File: src/rtl/i2c_reg_pkg.sv
// ---------------------------------------------------------------------------
// i2c_reg_pkg
// Shared definitions for the I2C register access blocks (read and write
// sides): the controller state encoding, the default watchdog timeout and
// the default retry limit, plus a helper that tells which states run under
// the external watchdog.
// ---------------------------------------------------------------------------
package i2c_reg_pkg;

    // State encodings are visible on state_out, so the numeric values are
    // fixed and must stay identical between the read and write blocks.
    typedef enum logic [3:0] {
        IDLE     = 4'd0,
        WAIT_BUS = 4'd1,
        CMD_WR   = 4'd2,
        SEND_REG = 4'd3,
        CMD_RD   = 4'd4,
        RECV     = 4'd5,
        STOP     = 4'd6,
        FINISH   = 4'd7,
        FAIL     = 4'd8
    } i2c_state_t;

    localparam logic [3:0] TIMER_PARAM_DEFAULT = 4'd5;
    localparam int         MAX_RETRIES_DEFAULT = 2;

    // States that wait on the bus or the core and therefore need a watchdog.
    function automatic logic isTimedState(input i2c_state_t s);
        case (s)
            WAIT_BUS, CMD_WR, SEND_REG, CMD_RD, RECV, STOP: isTimedState = 1'b1;
            default:                                        isTimedState = 1'b0;
        endcase
    endfunction

endpackage

File: src/rtl/i2c_read_reg.sv
// ---------------------------------------------------------------------------
// i2c_read_reg
// Reads one register from an I2C device through an I2C master core:
// write of the register address, repeated start, single-byte read, stop.
// An external watchdog is restarted on entry to every waiting state.
//
// Optional feature: define I2C_READ_RETRY_EN to retry a missed ACK from
// WAIT_BUS up to MAX_RETRIES times before failing.
//
// Ports
//   clk, reset (async, active low)
//   dev_address[6:0], reg_address[7:0], start       request
//   data[7:0], done, message_failure                  result
//   timer_start, timer_param[3:0], timer_exp          watchdog handshake
//   i2c_cmd_*, i2c_dev_address[6:0]                   command channel
//   i2c_data_out[7:0], i2c_data_in_valid/last/ready   write-data channel
//   i2c_rx_data[7:0], i2c_rx_valid, i2c_rx_ready      read-data channel
//   i2c_bus_busy/control/active, i2c_missed_ack,
//   i2c_relinquish                                    core/arbiter status
//   i2c_control                                       bus ownership request
//   state_out[3:0]                                    current state
// ---------------------------------------------------------------------------
module i2c_read_reg
    import i2c_reg_pkg::*;
#(
    parameter logic [3:0] TIMER_PARAM = TIMER_PARAM_DEFAULT,
    parameter int         MAX_RETRIES = MAX_RETRIES_DEFAULT
) (
    input  logic       clk,
    input  logic       reset,
    input  logic [6:0] dev_address,
    input  logic [7:0] reg_address,
    input  logic       start,
    output logic [7:0] data,
    output logic       done,
    output logic       message_failure,
    output logic       timer_start,
    output logic [3:0] timer_param,
    input  logic       timer_exp,
    output logic       i2c_cmd_valid,
    output logic       i2c_cmd_start,
    output logic       i2c_cmd_read,
    output logic       i2c_cmd_write_multiple,
    output logic       i2c_cmd_stop,
    input  logic       i2c_cmd_ready,
    output logic [6:0] i2c_dev_address,
    output logic [7:0] i2c_data_out,
    output logic       i2c_data_in_valid,
    output logic       i2c_data_in_last,
    input  logic       i2c_data_in_ready,
    input  logic [7:0] i2c_rx_data,
    input  logic       i2c_rx_valid,
    output logic       i2c_rx_ready,
    input  logic       i2c_bus_busy,
    input  logic       i2c_bus_control,
    input  logic       i2c_bus_active,
    input  logic       i2c_missed_ack,
    input  logic       i2c_relinquish,
    output logic       i2c_control,
    output logic [3:0] state_out
);

    i2c_state_t r_state;
    i2c_state_t w_nextState;

    logic [6:0] r_devAddress;
    logic [7:0] r_regAddress;
    logic [7:0] r_data;
    logic       r_timerStart;
    logic [3:0] r_timerParam;
    logic       r_abort;
    logic       r_stopSent;

    logic w_capture;
    logic w_abortReq;
    logic w_retry;
    logic w_retryOk;
    logic w_cmdValid;
    logic w_cmdStart;
    logic w_cmdRead;
    logic w_cmdWriteMultiple;
    logic w_cmdStop;
    logic w_dataInValid;
    logic w_rxReady;

`ifdef I2C_READ_RETRY_EN
    localparam int RETRY_W = (MAX_RETRIES < 1) ? 1 : $clog2(MAX_RETRIES + 1);

    logic [RETRY_W-1:0] r_retryCount;

    // A missed ACK may only be retried while the budget lasts; an abort in
    // progress always ends in FAIL.
    assign w_retryOk = !r_abort && (int'(r_retryCount) < MAX_RETRIES);

    // Retry counter: cleared whenever the block is idle so every new request
    // starts with the full budget.
    always_ff @(posedge clk or negedge reset) begin
        if (!reset) begin
            r_retryCount <= '0;
        end else if (r_state == IDLE) begin
            r_retryCount <= '0;
        end else if (w_retry) begin
            r_retryCount <= r_retryCount + 1'b1;
        end
    end
`else
    assign w_retryOk = 1'b0;
`endif

    // State register.
    always_ff @(posedge clk or negedge reset) begin
        if (!reset) begin
            r_state <= IDLE;
        end else begin
            r_state <= w_nextState;
        end
    end

    // Next-state and channel outputs. In the waiting states the error
    // sources are checked first: missed ACK beats everything (including a
    // simultaneous ready/valid), then arbiter relinquish, then the watchdog.
    // A relinquish while the core still holds the bus diverts to STOP with
    // the abort flag set so a stop command goes out before FAIL.
    always_comb begin
        w_nextState        = r_state;
        w_capture          = 1'b0;
        w_abortReq         = 1'b0;
        w_retry            = 1'b0;
        w_cmdValid         = 1'b0;
        w_cmdStart         = 1'b0;
        w_cmdRead          = 1'b0;
        w_cmdWriteMultiple = 1'b0;
        w_cmdStop          = 1'b0;
        w_dataInValid      = 1'b0;
        w_rxReady          = 1'b0;

        case (r_state)
            CMD_WR: begin
                w_cmdValid         = 1'b1;
                w_cmdStart         = 1'b1;
                w_cmdWriteMultiple = 1'b1;
            end
            SEND_REG: begin
                w_dataInValid = 1'b1;
            end
            CMD_RD: begin
                w_cmdValid = 1'b1;
                w_cmdStart = 1'b1;
                w_cmdRead  = 1'b1;
                w_cmdStop  = 1'b1;
            end
            RECV: begin
                w_rxReady = 1'b1;
            end
            STOP: begin
                w_cmdValid = r_abort && !r_stopSent;
                w_cmdStop  = r_abort && !r_stopSent;
            end
            default: begin
            end
        endcase

        case (r_state)
            IDLE: begin
                if (start) begin
                    w_nextState = WAIT_BUS;
                end
            end
            FINISH, FAIL: begin
                w_nextState = IDLE;
            end
            WAIT_BUS, CMD_WR, SEND_REG, CMD_RD, RECV, STOP: begin
                if (i2c_missed_ack) begin
                    if (w_retryOk) begin
                        w_nextState = WAIT_BUS;
                        w_retry     = 1'b1;
                    end else begin
                        w_nextState = FAIL;
                    end
                end else if (i2c_relinquish && !r_abort) begin
                    if (i2c_bus_control) begin
                        w_nextState = STOP;
                        w_abortReq  = 1'b1;
                    end else begin
                        w_nextState = FAIL;
                    end
                end else if (timer_exp) begin
                    w_nextState = FAIL;
                end else begin
                    case (r_state)
                        WAIT_BUS: if (!i2c_bus_active && !i2c_bus_busy) w_nextState = CMD_WR;
                        CMD_WR:   if (i2c_cmd_ready)                     w_nextState = SEND_REG;
                        SEND_REG: if (i2c_data_in_ready)                 w_nextState = CMD_RD;
                        CMD_RD:   if (i2c_cmd_ready)                     w_nextState = RECV;
                        RECV: begin
                            if (i2c_rx_valid) begin
                                w_nextState = STOP;
                                w_capture   = 1'b1;
                            end
                        end
                        STOP: begin
                            if (!(r_abort && !r_stopSent) && !i2c_bus_busy) begin
                                w_nextState = r_abort ? FAIL : FINISH;
                            end
                        end
                        default: begin
                        end
                    endcase
                end
            end
            default: begin
                w_nextState = IDLE;
            end
        endcase
    end

    // Request latch, result byte and watchdog kick. The result is cleared on
    // entry to FAIL so a failed read never presents stale data. timer_start
    // is registered so it is a clean one-cycle pulse in the first cycle of
    // each waiting state, including a WAIT_BUS re-entry on retry.
    always_ff @(posedge clk or negedge reset) begin
        if (!reset) begin
            r_devAddress <= '0;
            r_regAddress <= '0;
            r_data       <= '0;
            r_timerStart <= 1'b0;
            r_timerParam <= '0;
        end else begin
            r_timerParam <= TIMER_PARAM;
            r_timerStart <= ((w_nextState != r_state) || w_retry) && isTimedState(w_nextState);
            if (r_state == IDLE && start) begin
                r_devAddress <= dev_address;
                r_regAddress <= reg_address;
            end
            if (w_nextState == FAIL) begin
                r_data <= '0;
            end else if (w_capture) begin
                r_data <= i2c_rx_data;
            end
        end
    end

    // Abort bookkeeping for the relinquish path: r_abort marks that the
    // transaction must end in FAIL, r_stopSent that the stop command has
    // been accepted by the core.
    always_ff @(posedge clk or negedge reset) begin
        if (!reset) begin
            r_abort    <= 1'b0;
            r_stopSent <= 1'b0;
        end else begin
            if (r_state == IDLE) begin
                r_abort <= 1'b0;
            end else if (w_abortReq) begin
                r_abort <= 1'b1;
            end
            if (r_state != STOP) begin
                r_stopSent <= 1'b0;
            end else if (r_abort && w_cmdValid && i2c_cmd_ready) begin
                r_stopSent <= 1'b1;
            end
        end
    end

    assign state_out              = r_state;
    assign data                   = r_data;
    assign done                   = (r_state == FINISH) || (r_state == FAIL);
    assign message_failure        = (r_state == FAIL);
    assign timer_start            = r_timerStart;
    assign timer_param            = r_timerParam;
    assign i2c_cmd_valid          = w_cmdValid;
    assign i2c_cmd_start          = w_cmdStart;
    assign i2c_cmd_read           = w_cmdRead;
    assign i2c_cmd_write_multiple = w_cmdWriteMultiple;
    assign i2c_cmd_stop           = w_cmdStop;
    assign i2c_dev_address        = r_devAddress;
    assign i2c_data_out           = w_dataInValid ? r_regAddress : 8'h00;
    assign i2c_data_in_valid      = w_dataInValid;
    assign i2c_data_in_last       = w_dataInValid;
    assign i2c_rx_ready           = w_rxReady;
    assign i2c_control            = (r_state != IDLE) && (r_state != FINISH) && (r_state != FAIL);

endmodule

File: config.mk
export PLATFORM = sky130hd
export DESIGN_NAME = i2c_read_reg
export DESIGN_NICKNAME = d
export VERILOG_FILES = /design/src/rtl/i2c_reg_pkg.sv /design/src/rtl/i2c_read_reg.sv
export SDC_FILE = /design/constraint.sdc
export NUM_CORES = 1
export LEC_CHECK = 0
export ABC_CLOCK_PERIOD_IN_PS = 2500
export BUFFER_PORTS_ARGS = -buffer_cell sky130_fd_sc_hd__buf_2
export CAP_MARGIN = 20
export CORE_ASPECT_RATIO = 1.1
export CORE_MARGIN = 4
export CORE_UTILIZATION = 46
export DETAILED_ROUTE_END_ITERATION = 16
export PLACE_DENSITY = 0.79
export REMOVE_ABC_BUFFERS = 1
export SETUP_SLACK_MARGIN = 0.4
export SLEW_MARGIN = 15
export SYNTH_ARGS = -nofsm -noshare
export SYNTH_HDL_FRONTEND = slang
export SYNTH_SLANG_ARGS = --single-unit
File: constraint.sdc
create_clock -name clk -period 2.5 [get_ports clk]
set_input_delay 0.125 -clock clk [delete_from_list [all_inputs] [get_ports clk]]
set_output_delay 0.125 -clock clk [all_outputs]
set_load 0.03 [all_outputs]
# --- Word-level counts from Yosys, hierarchy flattened ---
# Index checks and enable logic that the tools add are counted.
word_totals:
  ff_bits: 31
  input_bits: 35
  out_inout_bits: 43
classes:
  n_eq_ne: 19
  muxes: 39
  reduce_logical: 24
op_table:
  columns: ["cell", "n"]
  rows:
  - ["$mux W4", 12]
  - ["$eq A4 B3 Y1 const B", 7]
  - ["$mux W8", 3]
  - ["$pmux W4 S6", 1]
  - ["$mux W1", 20]
  - ["$eq A4 B2 Y1 const B", 4]
  - ["$reduce_or A6 Y1", 2]
  - ["$logic_and A1 B1 Y1", 10]
  - ["$eq A4 B1 Y1 const B", 2]
  - ["$eq A4 B4 Y1 const B", 2]
  - ["$ne A4 B3 Y1 const B", 2]
  - ["$pmux W4 S2", 1]
  - ["$reduce_bool A2 Y1", 3]
  - ["$logic_not A1 Y1", 5]
  - ["$logic_not A4 Y1", 1]
  - ["$ne A4 B4 Y1", 1]
  - ["$ne A4 B4 Y1 const B", 1]
  - ["$pmux W1 S2", 2]
  - ["$reduce_bool A4 Y1", 1]
  - ["$reduce_or A2 Y1", 1]
  - ["$logic_or A1 B1 Y1", 1]

# --- Logic depth before layout (Yosys ltp) ---
# Gate-level depths: netlist of run 1.
depth:
  ltp_word: 14
  depth_mapped: 7

# --- Worst setup path after synthesis of run 1 ---
# No wires, ideal clock.
synth_path:
  kind: "register to output"
  from: "reg r_state[2] (netlist: state_out[2])"
  to: "out i2c_cmd_valid"
  arrival_ns: 2.331
  required_ns: 2.375
  slack_ns: 0.044
  path_stages_with_launch: 6
  path_buffers: 1
  path_cell_list: "dfrtp_1 > buf_2 > nand2_1 > nor3_1 > a31o_2 > nand2b_1"
synth_between:
  elab_chain_len: 3
synth_rtl:
  columns: ["item", "line", "rtl"]
  rows:
  - ["start: declaration", "i2c_read_reg.sv:63", "i2c_state_t r_state;"]
  - ["start signal: assignment", "i2c_read_reg.sv:115", "r_state <= w_nextState;"]
  - ["$eq A4 B2 Y1 / $eq A4 B3 Y1 (equally long branches)", "i2c_read_reg.sv:137", "case (r_state)"]
  - ["$reduce_or A2 Y1 (no source line)", null, null]
  - ["$pmux W1 S2 (*)", "i2c_read_reg.sv:137", null]
  - ["end: declaration", "i2c_read_reg.sv:40", "output logic i2c_cmd_valid,"]
# Every way passes the cells marked *; elsewhere a longest branch is shown, timed or not.

# --- Final worst setup path of run 1 ---
layout_path:
  from: "reg r_state[1] (netlist: state_out[1])"
  to: "reg r_data[5] (netlist: data[5])"
layout_between:
  elab_chain_len: 8
layout_rtl:
  columns: ["item", "line", "rtl"]
  rows:
  - ["$eq A4 B3 Y1, or another cell as far along", "i2c_read_reg.sv:163, i2c_read_reg.sv:190", null]
  - ["$pmux W4 S6", "i2c_read_reg.sv:190", "case (r_state)"]
  - ["$mux W4", "i2c_read_reg.sv:187", "end else if (timer_exp) begin"]
  - ["$mux W4", "i2c_read_reg.sv:180", "end else if (i2c_relinquish && !r_abort) begin"]
  - ["$mux W4", "i2c_read_reg.sv:173", "if (i2c_missed_ack) begin"]
  - ["$pmux W4 S2", "i2c_read_reg.sv:163", "case (r_state)"]
  - ["$eq A4 B4 Y1", "i2c_read_reg.sv:235", "if (w_nextState == FAIL) begin"]
  - ["$mux W8 / $reduce_bool A2 Y1 (equally long branches)", null, null]
  - ["end signal: assignment", "i2c_read_reg.sv:238", "r_data <= i2c_rx_data;"]
  - ["end: declaration", "i2c_read_reg.sv:68", "logic [7:0] r_data;"]
# Several ways; a longest one is shown, not always the timed one.
# A chain may end at the register's enable or synchronous reset.

==> results of run 1 <==
state kept, by name, indices dropped and copies added (netlist names):
register,count
state_out,4
data,8
i2c_dev_address,7
r_abort,1
r_stopSent,1
r_regAddress,8
timer_start,1
timer_param,1
worst max path at each step:
stage | from | endpoint | cells after the start
finish | state_out[1] | data[5] | 7
detailed placement | state_out[0] | data[7] | 7
CTS | state_out[1] | data[6] | 7
global route | state_out[1] | timer_start | 7
floorplan | state_out[0] | i2c_data_out[0] | 3
global placement | state_out[1] | data[6] | 7
critical path: stages, from the launching register on:
cell      delay (ns)
dfrtp_2         0.44
and2b_2         0.25
a21oi_2         0.07
a221o_1         0.40
a211oi_4        0.27
buf_6           0.19
mux2i_1         0.21
nor2_1          0.06
repair_timing:
item / in CTS / in global routing
pin swaps: 0 / 2
resized for setup: 3 / 6
hold buffers: 1 / 0
endpoints found under the hold margin: 31 / 0
setup endpoints to repair: 9 / 10
buffers inserted: 5 / 2
placed cells by master, fill, tap and decap left out, types with 2 or more instances in the layout:
cell,Yosys,routed
o21ai_1,2,2
a211oi_4,1,2
and3_1,2,2
o21ai_0,2,2
nor3_1,3,2
nand3_1,2,2
nor2_1,19,19
inv_1,5,5
a31oi_1,2,2
buf_2,5,75
nand2b_1,4,4
buf_4,4,10
nor4_1,2,2
conb_1,2,3
dfrtp_1,31,27
nand2_1,8,7
nor3_2,1,2
mux2_2,15,15
mux2i_1,8,8
a21oi_1,9,9
dfrtp_2,0,4
clkbuf_4,0,5
and2_1,11,11
clkbuf_8,0,2
layer usage:
layer  vias up  track usage [%]  share of wire (%)
met5         -                0                  0
met4         0             4.84               0.43
met3         2             6.11                 10
met2        70             30.7                 50
met1       709             21.4                 39
li1        722                -                  -
layout make-up:
class | count | area (sq um)
Fill cell | 286 | 1170
Multi-Input combinational cell | 114 | 843
Sequential cell | 31 | 781
Timing Repair Buffer | 87 | 472
Clock buffer | 7 | 65.1
Tap cell | 48 | 60.1
Inverter | 5 | 18.8
Clock inverter | 1 | 7.51
logic make-up after synthesis:
| logic type | count (synthesis) | synth area share (%) |
|---|---|---|
| DFF | 31 | 46.4 |
| and+or+nand+nor | 59 | 19.5 |
| other | 2 | 0.449 |
| AOI/OAI and AO/OA | 28 | 13.5 |
| muxes | 24 | 15.6 |
| buffers and inverters | 15 | 4.64 |
where the power goes:
part | total [mW] | internal [mW] | leakage, nW | switching (mW)
combinational | 1.06 | 0.425 | 0.711 | 0.637
clock | 0.336 | 0.164 | 0.0375 | 0.172
sequential | 0.774 | 0.664 | 0.388 | 0.110
synth_stat cells (2+ instances only):
master	count	share of area [%]
nand2_1	8	1.8
a221oi_1	2	1.0
nand3_1	2	0.60
nand2b_1	4	1.5
a21oi_1	9	2.7
buf_2	5	1.5
nor3_1	3	0.90
conb_1	2	0.45
and2_1	11	4.1
dfrtp_1	31	46
mux2_2	15	10
nor2_1	19	4.3
o21ai_0	2	0.60
o21ai_1	2	0.60
a31oi_1	2	0.75
mux2i_1	8	4.8
inv_1	5	1.1
buf_4	4	1.8
nor4_1	2	0.75
and3_1	2	0.75
metrics by stage:
step,total power [mW],hold slack [ns],area [sq um]
2_1_floorplan,1.49,-0.171,1620
3_3_place_gp,1.76,0.202,2080
3_5_place_dp,1.78,0.200,2080
4_1_cts,2.16,0.00876,2210
5_1_grt,2.31,0.00864,2250
6_report,2.17,0.0275,2250
==> metrics, run 1 <==
Final HPWL DP 2960 um; status completed; kind of critical path reg -> reg; Syn Inst Count between 150 and 200; highest clock rate 504 MHz; max_cap viols 0; PortBufs between 70 and 80; warnings from Yosys 0; antenna violations before repair 0; fin util between 60 and 70%; clk buf depth 2; Detailed Routing Iterations Pass 1 4; final WL about 4000 um; endpoints failing setup 0; fin. max-slew vios 0; WL/cell roughly 13 um; Seq/Total Area, Yosys between 40 and 50%; HP Start dev_address[1]; Placed Cells incl. Taps ~280; Clock Latency Late Sink approximately 0.32 ns; r2r endpoint data[5]; DRT antenna net count 0; RSZ-0062 raised after global routing yes; asr flop ratio synth 100%; largest net degree at the start of global routing 32; first-pass GRT wire length 6580 um; clk slew on worst S/H paths roughly 0.1 ns; reg2reg path depth 7; Initial Utilization 49.0%; Area Overhead vs Synth 34.4%; vias in the first global route roughly 1500; Main synth FF type dfrtp_1; Final Instance Count excl. Fillers about 290; Post-synth EDFFs 0; Cell Rows 22; TritonCTS clock tree done; H-Tree Depth 2; Syn Std Cell Area about 0.0017 sq mm; Layout Nets between 200 and 300; CP Max Fanout 8; Tcrit/Tclk final about 79%; share of layout cells above drive strength 1 approximately 51%; worst slack at placement 0.279 ns; crit start category flop; crit path capture type flop; CP Data Arrival Time around 2.2 ns; clock sink count 31; Die Y slightly above 70 um; hold path cells 2; All-Layer GR Usage ~18%; Tmin final 1.98 ns; Worst Hold Class in -> reg; Worst Tran Pin Value 0.678 ns; Hold Vio Cnt, Final 0; max_slew headroom 54.8%; total negative slack 0 ns; Die Wd between 60 and 70 um; VDD IR max ~0.8 mV; global route overflow 0; core area between 0.003 and 0.004 sq mm; initial DRC count 85; vias per cell between 5 and 6; leakage roughly 1.1 nW; area of the die around 0.0047 sq mm; FF-to-FF Start state_out[1]; routability cong. between 0.8 and 0.9; syn avg cell area about 11 sq um; Layout Skew 0.00525 ns; CTS Root Cell clkbuf_4; antenna cells 0; Synth Register Bits 31; PD cells ~970 mW/mm^2; CP required approximately 2.7 ns; Yosys cell types between 40 and 50; total CTS buffers 5; Hold Crit Endpoint i2c_dev_address[1]; setup ws final between 0.5 and 0.6 ns; IO Pins slightly below 80; reg2reg setup slack slightly above 0.5 ns; vias post-DR ~1500; # DRC 0
No activity file was read; power rests on OpenSTA's default activity.
==> run 2, diff against run 1 <==
ABC_CLOCK_PERIOD_IN_PS = 1660   (was 2500)
CORE_UTILIZATION = 42   (was 46)
PLACE_DENSITY = 0.76   (was 0.79)
clock period = 1.66 ns   (was 2.5 ns; I/O delays follow)
==> run 2 against run 1 <==
  * The flow now finishes with violations (setup timing)
  * Via count grew 20%
  * Critical path depth unchanged
  * Highest routed layer unchanged
  * Global-route usage rose by 4.8 points
  * Sequential share of layout area decreased by 9.7 points
==> metrics, run 2 (synthesis gave the netlist of run 1 again) <==
# DRC 0; fin util between 80% and 90%; DRT antenna net count 0; crit path capture type flop; GR Util met2 39.3%; Layout Nets between 300 and 400; global route overflow 0; GRT busiest layer met2; clk slew on worst S/H paths roughly 0.070 ns; Levels on crit path 7; final WL about 6100 um; crit start category flop; HP Start dev_address[1]; routability cong. around 0.81; Die Y about 74 um; GRT met1 Usage between 20% and 30%; Worst Hold Class in -> reg; status finished with violations; max_slew headroom ~55%; CP top delay family compound AO/OA/AOI/OAI gates; TritonCTS clock tree done; commonest non-fill, non-tap cells in the layout 54 x buf_2, 38 x buf_4, 37 x buf_6; Layout Skew 0.00678 ns; largest net degree at the start of global routing 32; max_cap viols 0; Initial Utilization ~45%; Hold WS 0.0330 ns; core area around 0.0037 sq mm; Worst Tran Pin Value 0.668 ns; FF-to-FF Start state_out[1]; RSZ-0062 raised after global routing yes; Hold Vio Cnt, Final 0; Worst Setup SP state_out[1]; area of the multi-input gates approximately 0.0011 sq mm; initial DRC count 84; slowest CP cell a221o_1; GR Util met3 between 5 and 6%; antenna cells 0; Tcrit/Tclk final 116%; setup ws final -0.267 ns; CP Max Fanout 8; highest clock rate slightly above 500 MHz; hold path cells 2; Final HPWL DP between 3000 and 4000 um; Crit path buffers/inverters 1; total CTS buffers 5; Worst path max stage delay 0.40 ns; Cell Rows 23; CP required between 1.5 and 2 ns; commonest non-fill, non-tap cell in the layout buf_2; register area slightly below 800 sq um; Die Wd a little under 70 um; PortBufs 75; kind of critical path reg -> reg; All-Layer GR Usage about 23%; failing checks setup timing; CP Cell Sequence and2b_2, a21oi_4, a221o_1, a211oi_4, buf_12, mux2i_1, nor2_1; IO Pins around 80; share of layout cells above drive strength 1 a little under three quarters; Clock Latency Late Sink between 0.2 and 0.3 ns; Detailed Routing Iterations Pass 1 4; antenna violations before repair 0; fin. max-slew vios 0; vias post-DR 1806; clock sink count 31; clk buf depth 2; PD cells 1460 mW/mm^2; first-pass GRT wire length 8530 um; leakage 1.50 nW; worst slack at placement -0.286 ns; H-Tree Depth 2; vias per cell between 5 and 6; CP Data Arrival Time 2.10 ns; Tmin final a little under 2 ns; total negative slack -3.85 ns; endpoints failing setup 32; area of the die 0.00505 sq mm; # fillers 218; reg2reg path depth 7; WL/cell 18.0 um; vias in the first global route ~1900; CTS Root Cell clkbuf_8; VDD IR max around 1.1 mV; Area Overhead vs Synth 85.9%
[run 2: routing by layer]
metal  part of all wire (%)  up-vias  wire length, um
met4                    3.3        0              205
met3                    7.2       21              439
met2                     54       95             3300
met5                      0        -                0
met1                     36      880             2180
li1                       -      810                -
[run 2: final timing paths]
check                                      to  slack [ns]
setup / recovery                      data[1]       -0.27
setup reg to reg                      data[1]       -0.27
hold / removal             i2c_dev_address[1]        0.03
min in group asynchronous             data[4]        0.37
hold reg to reg               r_regAddress[6]        0.51
max in group asynchronous        state_out[0]        0.82
[run 2: cell type report]
cell class	count	area share (%)
multi-input combinational	114	35.0
timing repair buffer	133	33.5
sequential	31	25.1
clock buffer	6	2.66
tap	50	2.01
clock inverter	2	1.13
inverter	5	0.604
[run 2: what timing repair did]
action	CTS	global route
hold endpoints to repair	31	0
pin swaps	14	12
setup buffers	7	11
hold buffers	1	0
cloned	1	1
setup endpoints to repair	50	52
gates resized for setup	82	48
[run 2: through the flow]
| step | total power [mW] | instances | instance area [sq um] |
|---|---|---|---|
| after global placement | 2.96 | 312 | 2340 |
| after detailed placement | 3.02 | 312 | 2340 |
| final | 4.55 | 341 | 3110 |
| after CTS | 4.23 | 329 | 2820 |
| after floorplan | 2.24 | 150 | 1620 |
| after global routing | 4.77 | 341 | 3110 |
[run 2: worst register-to-register path: stages, from the launching register on]
cell	delay (ns)
dfrtp_1	0.39
and2b_2	0.29
a21oi_4	0.08
a221o_1	0.40
a211oi_4	0.24
buf_12	0.17
mux2i_1	0.18
nor2_1	0.07
[run 2: report_power, final]
part	switching, mW	internal (mW)	total, mW
combinational	1.33	1.27	2.60
sequential	0.183	1.00	1.19
clock	0.277	0.485	0.762
total	1.79	2.76	4.55
==> run 3, diff against run 2 <==
CTS_BUF_LIST = sky130_fd_sc_hd__clkbuf_16   (was default)
==> run 3 against run 2 <==
  * The flow still finishes with violations (setup timing)
  * Wire length fell by 1.3%
  * Sequential cell count stayed put
  * Via count down 1.1%
  * Sequential share of layout area shrank 0.74 points
  * Cell area increased by 3.0%
  * Clock power increased by 34%
  * Non-clock buffer count rose by 1
  * Register-to-register slack lost 0.02 ns
  * Sequential power about the same
  * Clock-buffer cell count decreased by 1
  * Critical path type unchanged
==> metrics, run 3 (synthesis gave the netlist of run 1 again) <==
final WL 6050 um; Layout Skew around 0.0046 ns; Worst Hold Class in -> reg; kind of critical path reg -> reg; total CTS buffers 5; met2 routed WL slightly above 3000 um; All-Layer GR Usage about a quarter; RSZ-0062 raised after global routing yes; max_slew headroom 52.5%; total negative slack -4.15 ns; antenna violations before repair 0; Die Y 74.2 um; CTS Root Cell clkbuf_16; IO Pins 78; clk slew on worst S/H paths roughly 0.05 ns; Cell Rows 23; failing checks setup timing; highest clock rate between 500 and 600 MHz; Tmin final just under 2 ns; Hold Vio Cnt, Final 0; clock sink count 31; WL/cell 17.7 um; leakage 1.59 nW; metal3 WL 506 um; PortBufs between 70 and 80; share of layout cells above drive strength 1 approximately 72%; max_cap viols 0; slowest CP cell dfrtp_1; vias post-DR 1786; Worst Tran Pin Value 0.713 ns; antenna cells 0; CP required between 1.5 and 2 ns; total power around 4.9 mW; met1 wire length around 2200 um; CP Cell Sequence buf_6, and3_1, nor4_4, nand2_2, a211oi_4, buf_12, mux2i_1, nor2_1; Layout Nets about 330; Final HPWL DP about 3600 um; Tcrit/Tclk final 117%; DRT antenna net count 0; VDD IR max 1.19 mV; vias in the first global route around 1900; Worst path max stage delay 0.38 ns; dpl cell area about 0.0023 sq mm; Area Overhead vs Synth 91.5%; Detailed Routing Iterations Pass 1 4; Die Wd between 60 and 70 um; worst slack at placement -0.286 ns; Hold WS 0.0397 ns; endpoints failing setup 25; clk buf depth 2; status finished with violations; Final Instance Count excl. Fillers 342; area of the die 0.00505 sq mm; CP Max Fanout 8; commonest non-fill, non-tap cells in the layout 55 x buf_2, 38 x buf_4, 38 x buf_6; crit start category flop; CP Data Arrival Time between 2 and 2.5 ns; # DRC 0; vias per cell approximately 5.2; commonest non-fill, non-tap cell in the layout buf_2; Placed Cells incl. Taps 312; largest net degree at the start of global routing 32; Initial Utilization roughly 45%; H-Tree Depth 2; global route overflow 0; core area approximately 0.0037 sq mm; routability cong. between 0.8 and 0.9; fin. max-slew vios 0; finished layout cell area between 0.003 and 0.004 sq mm; Clock Latency Late Sink between 0.2 and 0.3 ns; setup ws final -0.290 ns; PD cells roughly 1500 mW/mm^2; initial DRC count 86; fin util between 80% and 90%; first-pass GRT wire length ~9000 um; crit path capture type flop; TritonCTS clock tree done; top routing layer used met4
## run 3: worst max-delay path: cells and delay by family (launching register included)
kind | cells | cell delay (ns)
buffers and inverters | 2 | 0.31
muxes | 1 | 0.21
AOI/OAI and AO/OA | 1 | 0.30
and+or+nand+nor | 4 | 0.63
DFF | 1 | 0.38
## run 3: area by class of cell
cell class	count	area (sq um)
Inverter	5	18.8
Clock buffer	5	125
Sequential cell	31	779
Fill cell	193	539
Tap cell	50	62.6
Timing Repair Buffer	134	1040
Multi-Input combinational cell	114	1140
Clock inverter	3	38.8
## run 3: path summary, 6_finish.rpt
kind                                      start                  to  slack (ns)  depth (start not counted)
worst max-delay path               state_out[1]             data[1]       -0.29                          8
worst max register to register     state_out[1]             data[1]       -0.29                          8
min in group asynchronous                 reset  i2c_dev_address[3]        0.40                          2
worst min register to register  r_regAddress[6]     r_regAddress[6]        0.51                          1
max in group asynchronous                 reset        state_out[0]        0.76                          2
worst min-delay path             dev_address[1]  i2c_dev_address[1]        0.04                          2
## run 3: report_power, final
group	switching (mW)	leakage (nW)	internal (mW)	total, mW
registers	0.192	0.389	1.01	1.20
clock network	0.318	0.0812	0.698	1.02
logic	1.35	1.12	1.38	2.74
## run 3: repair_timing
action / in CTS / in global routing
buffers inserted: 8 / 11
cloned: 1 / 1
setup endpoints to repair: 50 / 51
resized for setup: 86 / 61
hold buffers: 1 / 0
pin swaps: 14 / 13
endpoints found under the hold margin: 31 / 0
## run 3: routing by layer
metal / vias to the layer above / GRT usage [%]
li1: 814 / -
met3: 27 / 5.89
met4: 0 / 12.1
met5: - / 0
met2: 91 / 41.1
met1: 854 / 26.0
